## src/rtl/alu_exec_unit.sv

```systemverilog
// Registered execute stage: ALU control decode, 32-bit ALU,
// zero/overflow flags, PC+4 and branch target, all captured per edge.
module alu_exec_unit #(
   parameter int WIDTH  = 32,
   parameter int PC_INC = 4
) (
   input  logic             clk,
   input  logic             reset,
   input  logic             in_valid,
   input  logic             aluop1,
   input  logic             aluop0,
   input  logic [5:0]       funct,
   input  logic [WIDTH-1:0] src_a,
   input  logic [WIDTH-1:0] src_b,
   input  logic [WIDTH-1:0] pc,
   input  logic [WIDTH-1:0] sext_imm,
   output logic             out_valid,
   output logic [2:0]       gout,
   output logic [WIDTH-1:0] result,
   output logic             zero,
   output logic             overflow,
   output logic [WIDTH-1:0] pc_plus4,
   output logic [WIDTH-1:0] br_target
);

   localparam logic [2:0] OP_AND = 3'b000;
   localparam logic [2:0] OP_OR  = 3'b001;
   localparam logic [2:0] OP_ADD = 3'b010;
   localparam logic [2:0] OP_SLL = 3'b011;
   localparam logic [2:0] OP_NOR = 3'b100;
   localparam logic [2:0] OP_SRL = 3'b101;
   localparam logic [2:0] OP_SUB = 3'b110;
   localparam logic [2:0] OP_SLT = 3'b111;

   logic [2:0]       ctl;
   logic [WIDTH-1:0] sum;
   logic [WIDTH-1:0] diff;
   logic [WIDTH-1:0] alu_y;
   logic             ovf;
   logic [WIDTH-1:0] pc_inc;
   logic [WIDTH-1:0] br_y;
   logic [4:0]       shamt;

   always_comb begin
      ctl = OP_ADD;
      unique case ({aluop1, aluop0})
         2'b00: ctl = OP_ADD;
         2'b01: ctl = OP_SUB;
         2'b11: ctl = OP_OR;
         2'b10: begin
            case (funct)
               6'b100000: ctl = OP_ADD;
               6'b100010: ctl = OP_SUB;
               6'b100100: ctl = OP_AND;
               6'b100101: ctl = OP_OR;
               6'b100111: ctl = OP_NOR;
               6'b101010: ctl = OP_SLT;
               6'b000000: ctl = OP_SLL;
               6'b000010: ctl = OP_SRL;
               default:   ctl = OP_ADD;
            endcase
         end
         default: ctl = OP_ADD;
      endcase
   end

   assign sum   = src_a + src_b;
   assign diff  = src_a - src_b;
   assign shamt = src_b[4:0];

   always_comb begin
      alu_y = '0;
      ovf   = 1'b0;
      unique case (ctl)
         OP_AND: alu_y = src_a & src_b;
         OP_OR:  alu_y = src_a | src_b;
         OP_NOR: alu_y = ~(src_a | src_b);
         OP_ADD: begin
            alu_y = sum;
            ovf   = (src_a[WIDTH-1] == src_b[WIDTH-1]) &&
                    (sum[WIDTH-1] != src_a[WIDTH-1]);
         end
         OP_SUB: begin
            alu_y = diff;
            ovf   = (src_a[WIDTH-1] != src_b[WIDTH-1]) &&
                    (diff[WIDTH-1] != src_a[WIDTH-1]);
         end
         // full signed compare, independent of subtract overflow
         OP_SLT: alu_y = {{(WIDTH-1){1'b0}},
                          ($signed(src_a) < $signed(src_b))};
         OP_SLL: alu_y = src_a << shamt;
         OP_SRL: alu_y = src_a >> shamt;
         default: alu_y = sum;
      endcase
   end

   assign pc_inc = pc + WIDTH'(PC_INC);
   assign br_y   = pc_inc + (sext_imm << 2);

   always_ff @(posedge clk or posedge reset) begin
      if (reset) begin
         out_valid <= 1'b0;
         gout      <= 3'b000;
         result    <= '0;
         zero      <= 1'b0;
         overflow  <= 1'b0;
         pc_plus4  <= '0;
         br_target <= '0;
      end else begin
         out_valid <= in_valid;
         gout      <= ctl;
         result    <= alu_y;
         zero      <= (alu_y == '0);
         overflow  <= ovf;
         pc_plus4  <= pc_inc;
         br_target <= br_y;
      end
   end

endmodule

```

## config.mk

```make
export PLATFORM = sky130hd
export DESIGN_NAME = alu_exec_unit
export DESIGN_NICKNAME = d
export VERILOG_FILES = /design/src/rtl/alu_exec_unit.sv
export SDC_FILE = /design/constraint.sdc
export NUM_CORES = 1
export LEC_CHECK = 0
export CORE_MARGIN = 1.5
export CORE_UTILIZATION = 25
export DETAILED_ROUTE_END_ITERATION = 8
export GPL_TIMING_DRIVEN = 0
export PLACE_DENSITY_LB_ADDON = 0.25
export SLEW_MARGIN = 20
export SYNTH_ARGS = -nofsm -noshare
export SYNTH_HDL_FRONTEND = slang
export SYNTH_SLANG_ARGS = --single-unit
```

## constraint.sdc

```tcl
create_clock -name clk -period 3.28 [get_ports clk]
set_input_delay 0.492 -clock clk [delete_from_list [all_inputs] [get_ports clk]]
set_output_delay 0.492 -clock clk [all_outputs]
set_load 0.02 [all_outputs]
```

==> results.sh <==
export IMPL_status="finished, violations left"
export IMPL_violations="negative setup slack"
export IMPL_setup_ws_ns=-0.911
export IMPL_cts_tree="done"
export IMPL_hold_viol=0
export IMPL_crit_buf_inv=4
export IMPL_globalplace_congestion=0.992
export IMPL_ys_types=92
export IMPL_p_clk_share_pct=18.4
export IMPL_syn_to_final_growth_pct=50.3
export IMPL_overflow=0
export IMPL_power_switching_w=0.00287
export IMPL_htreeDepth=3
export IMPL_period_needed_ns=4.19
export IMPL_slew_violations=0
export IMPL_power_frac_comb_pct=59.4
export IMPL_seqPwrFrac_pct=22.2
export IMPL_intPower_w=0.00378
export IMPL_drive_gt1_share_pct=29.6
export IMPL_antenna_found_initial=3
export IMPL_synth_edff_count=0
export IMPL_finalPower_w=0.00665
export IMPL_cts_hold_buf=0
export IMPL_n_fill_cell=5659
export IMPL_worstPathMaxFanout=10
export IMPL_arrival_ns=4.48
export IMPL_most_common_layout_cells="nor2_1 (181), clkdlybuf4s50_1 (167), buf_4 (157), nand2_1 (128), a21oi_1 (114)"
export IMPL_synthArstFlopShare_pct=100
export IMPL_seq_area_sq_um=2500
export IMPL_ys_ff_latch=100
export IMPL_syn_inst=1788
export IMPL_grt_pass1_wl_um=115000
export IMPL_period_share_pct=128
export IMPL_route_detailed_drc=0
export IMPL_die_height_um=241
export IMPL_irDropWorstVdd_mv=0.217
export IMPL_track_usage_pct=27.3
export IMPL_core_area_sq_um=55400
export IMPL_drt_wl_total_um=81900
export IMPL_end_kind="register"
export IMPL_hold_class="in -> reg"
export IMPL_pin_count=241
export IMPL_required_ns=3.57
export IMPL_syn_cell_area_sq_um=14100
export IMPL_p_leak_nw=8.64
export IMPL_cp_top_family="simple AND/OR/NAND/NOR gates"
export IMPL_port_buffers=238
export IMPL_fmax_ghz=0.239
export IMPL_final_util_pct=38.3
export IMPL_power_per_cell_area_nw_per_um2=314
export IMPL_setup_viol=12
export IMPL_first_pass_iters=6
export IMPL_critPathLaunchType="input port"
export IMPL_fin_area_sq_um=21200
export IMPL_vias=16900
export IMPL_worst_pin_slew_ns=1.23
export IMPL_netSwitchingFraction_pct=43.1
export IMPL_slew_headroom_pct=17.4
export IMPL_rsz0062_at_grt="yes"
export IMPL_cts_num_sinks=100
export IMPL_syn_avg_cell_area_sq_um=7.89
export IMPL_start_util_pct=25.5
export IMPL_path_cells="buf_6 > buf_4 > buf_4 > buf_2 > mux4_2 > nand2_1 > o21ai_0 > nand2_1 > o221ai_1 > a211oi_2 > a32oi_1 > o21ba_2 > nand4b_1 > nor4b_2 > nand4b_1 > nor4_2"
export IMPL_grt_max_degree=64
export IMPL_grt_pass1_vias=16400
export IMPL_cts_path_max_buffers=2
export IMPL_cts_buffers=9
export IMPL_netlist_area_leader_share_pct=17.7
export IMPL_via_per_inst=5.76
export IMPL_multi_input_area_sq_um=12500
export IMPL_fp_dieW_um=241
export IMPL_die_area_sq_um=57900
export IMPL_path_clk_slew_ns=0.09
export IMPL_place_ws_ns=-3.25
export IMPL_critPathKind="in -> reg"
export IMPL_synth_top_cell_by_area="dfrtp_1"
export IMPL_layout_commonest_cell="nor2_1"
export IMPL_cp_slowest_stage_delay_ns=0.41
export IMPL_synth_area_top_cells="dfrtp_1 (18%), ha_1 (12%), mux4_2 (7.7%)"
export IMPL_yosysSeqAreaShare_pct=17.7
export IMPL_ctsRootBufferMaster="clkbuf_16"
export IMPL_drv_cap=0
export IMPL_syn_nets=2062
export IMPL_finalNetCount=2450
export IMPL_drtIter0Drc=1661
export IMPL_tns_ns=-3.71
export IMPL_rows=86
export IMPL_hpwl_um=63300
export IMPL_wl_per_cell_um=27.9
export IMPL_drtAntennaViolNets=0
export IMPL_synthFlopType="dfrtp_1"
export IMPL_placed_area_sq_um=17700
export IMPL_yosys_warnings=0
export IMPL_crit_slowest_cell="a211oi_2"
## what timing repair did
| item | CTS | global route |
|---|---|---|
| pin swaps | 99 | 97 |
| buffers inserted | 108 | 47 |
| resized for setup | 557 | 174 |
| endpoints found under the setup margin | 51 | 39 |
| cloned | 0 | 0 |
## cell type report
class	count	area share, %
Buffer	104	4.35
Clock inverter	6	0.484
Antenna cell	1	0.0118
Sequential cell	100	11.8
Multi-Input combinational cell	1465	59.1
Tap cell	748	4.41
Inverter	111	2.31
Clock buffer	10	1.08
Timing Repair Buffer	385	16.5
## cell usage after synthesis, types with 10 or more instances
| cell | number |
|---|---|
| a221oi_1 | 11 |
| and3_1 | 16 |
| a21oi_1 | 140 |
| a211oi_1 | 34 |
| nand4_1 | 10 |
| o21a_1 | 18 |
| inv_1 | 105 |
| buf_2 | 32 |
| o221ai_1 | 10 |
| mux4_2 | 48 |
| nand2b_1 | 20 |
| o22ai_1 | 29 |
| dfrtp_1 | 100 |
| a21o_1 | 25 |
| xnor2_1 | 56 |
| nor2b_1 | 15 |
| nor3_1 | 46 |
| o21bai_1 | 11 |
| clkbuf_1 | 62 |
| xor2_1 | 22 |
| a31oi_1 | 18 |
| o21ai_0 | 118 |
| buf_1 | 10 |
| nor2_1 | 197 |
| mux2_2 | 17 |
| mux2i_1 | 51 |
| nand2_1 | 138 |
| nand3_1 | 40 |
| o211ai_1 | 22 |
| ha_1 | 132 |
| or3_1 | 19 |
## per-stage QoR
stage / hold WS [ns] / cells
detailed placement: 0.902 / 2775
global placement: 0.946 / 2774
CTS: 0.367 / 2892
finish: 0.392 / 2930
global route: 0.391 / 2929
floorplan: 0.523 / 1788
## path summary, 6_finish.rpt
kind / slack, ns / end / startpoint / depth (start not counted)
min in group asynchronous: 0.50 / br_target[9]$_DFF_PP0_ / reset / 2
setup / recovery: -0.91 / zero$_DFF_PP0_ / src_b[1] / 16
max in group asynchronous: 2.13 / pc_plus4[30]$_DFF_PP0_ / reset / 3
hold / removal: 0.39 / pc_plus4[3]$_DFF_PP0_ / pc[2] / 2
## power groups by stage
stage | Clock (W) | Combinational [W] | Sequential (W)
floorplan | 0 | 0.00159 | 0.00174
CTS | 0.00127 | 0.00367 | 0.00148
global route | 0.00132 | 0.00413 | 0.00149
global placement | 0 | 0.00325 | 0.00150
finish | 0.00122 | 0.00395 | 0.00147
detailed placement | 0 | 0.00325 | 0.00150
## layer usage
metal  share of wire, %  track usage, %  vias to the layer above
met5              0.031               0                        -
met4                4.6            10.5                        4
met3                8.4            4.70                      194
met2                 46            45.7                      962
met1                 41            34.8                     8357
li1                   -               -                     7369
## kinds of logic after synthesis
group | count (synthesis) | share of synthesized area [%]
multiplexers | 116 | 12.6
buffers and inverters | 223 | 6.46
AO/OA/AOI/OAI | 564 | 26.8
AND/OR/NAND/NOR | 572 | 19.4
flip-flops | 100 | 17.7
adder cells (fa/ha/maj) | 135 | 12.1
XOR/XNOR | 78 | 4.84
## sequential cells by signal, summed over array words and instances, names as in the netlist
signal / flops
pc_plus4: 30
out_valid: 1
gout: 3
br_target: 32
overflow: 1
result: 32
zero: 1
(Power assumes the default switching activity.)
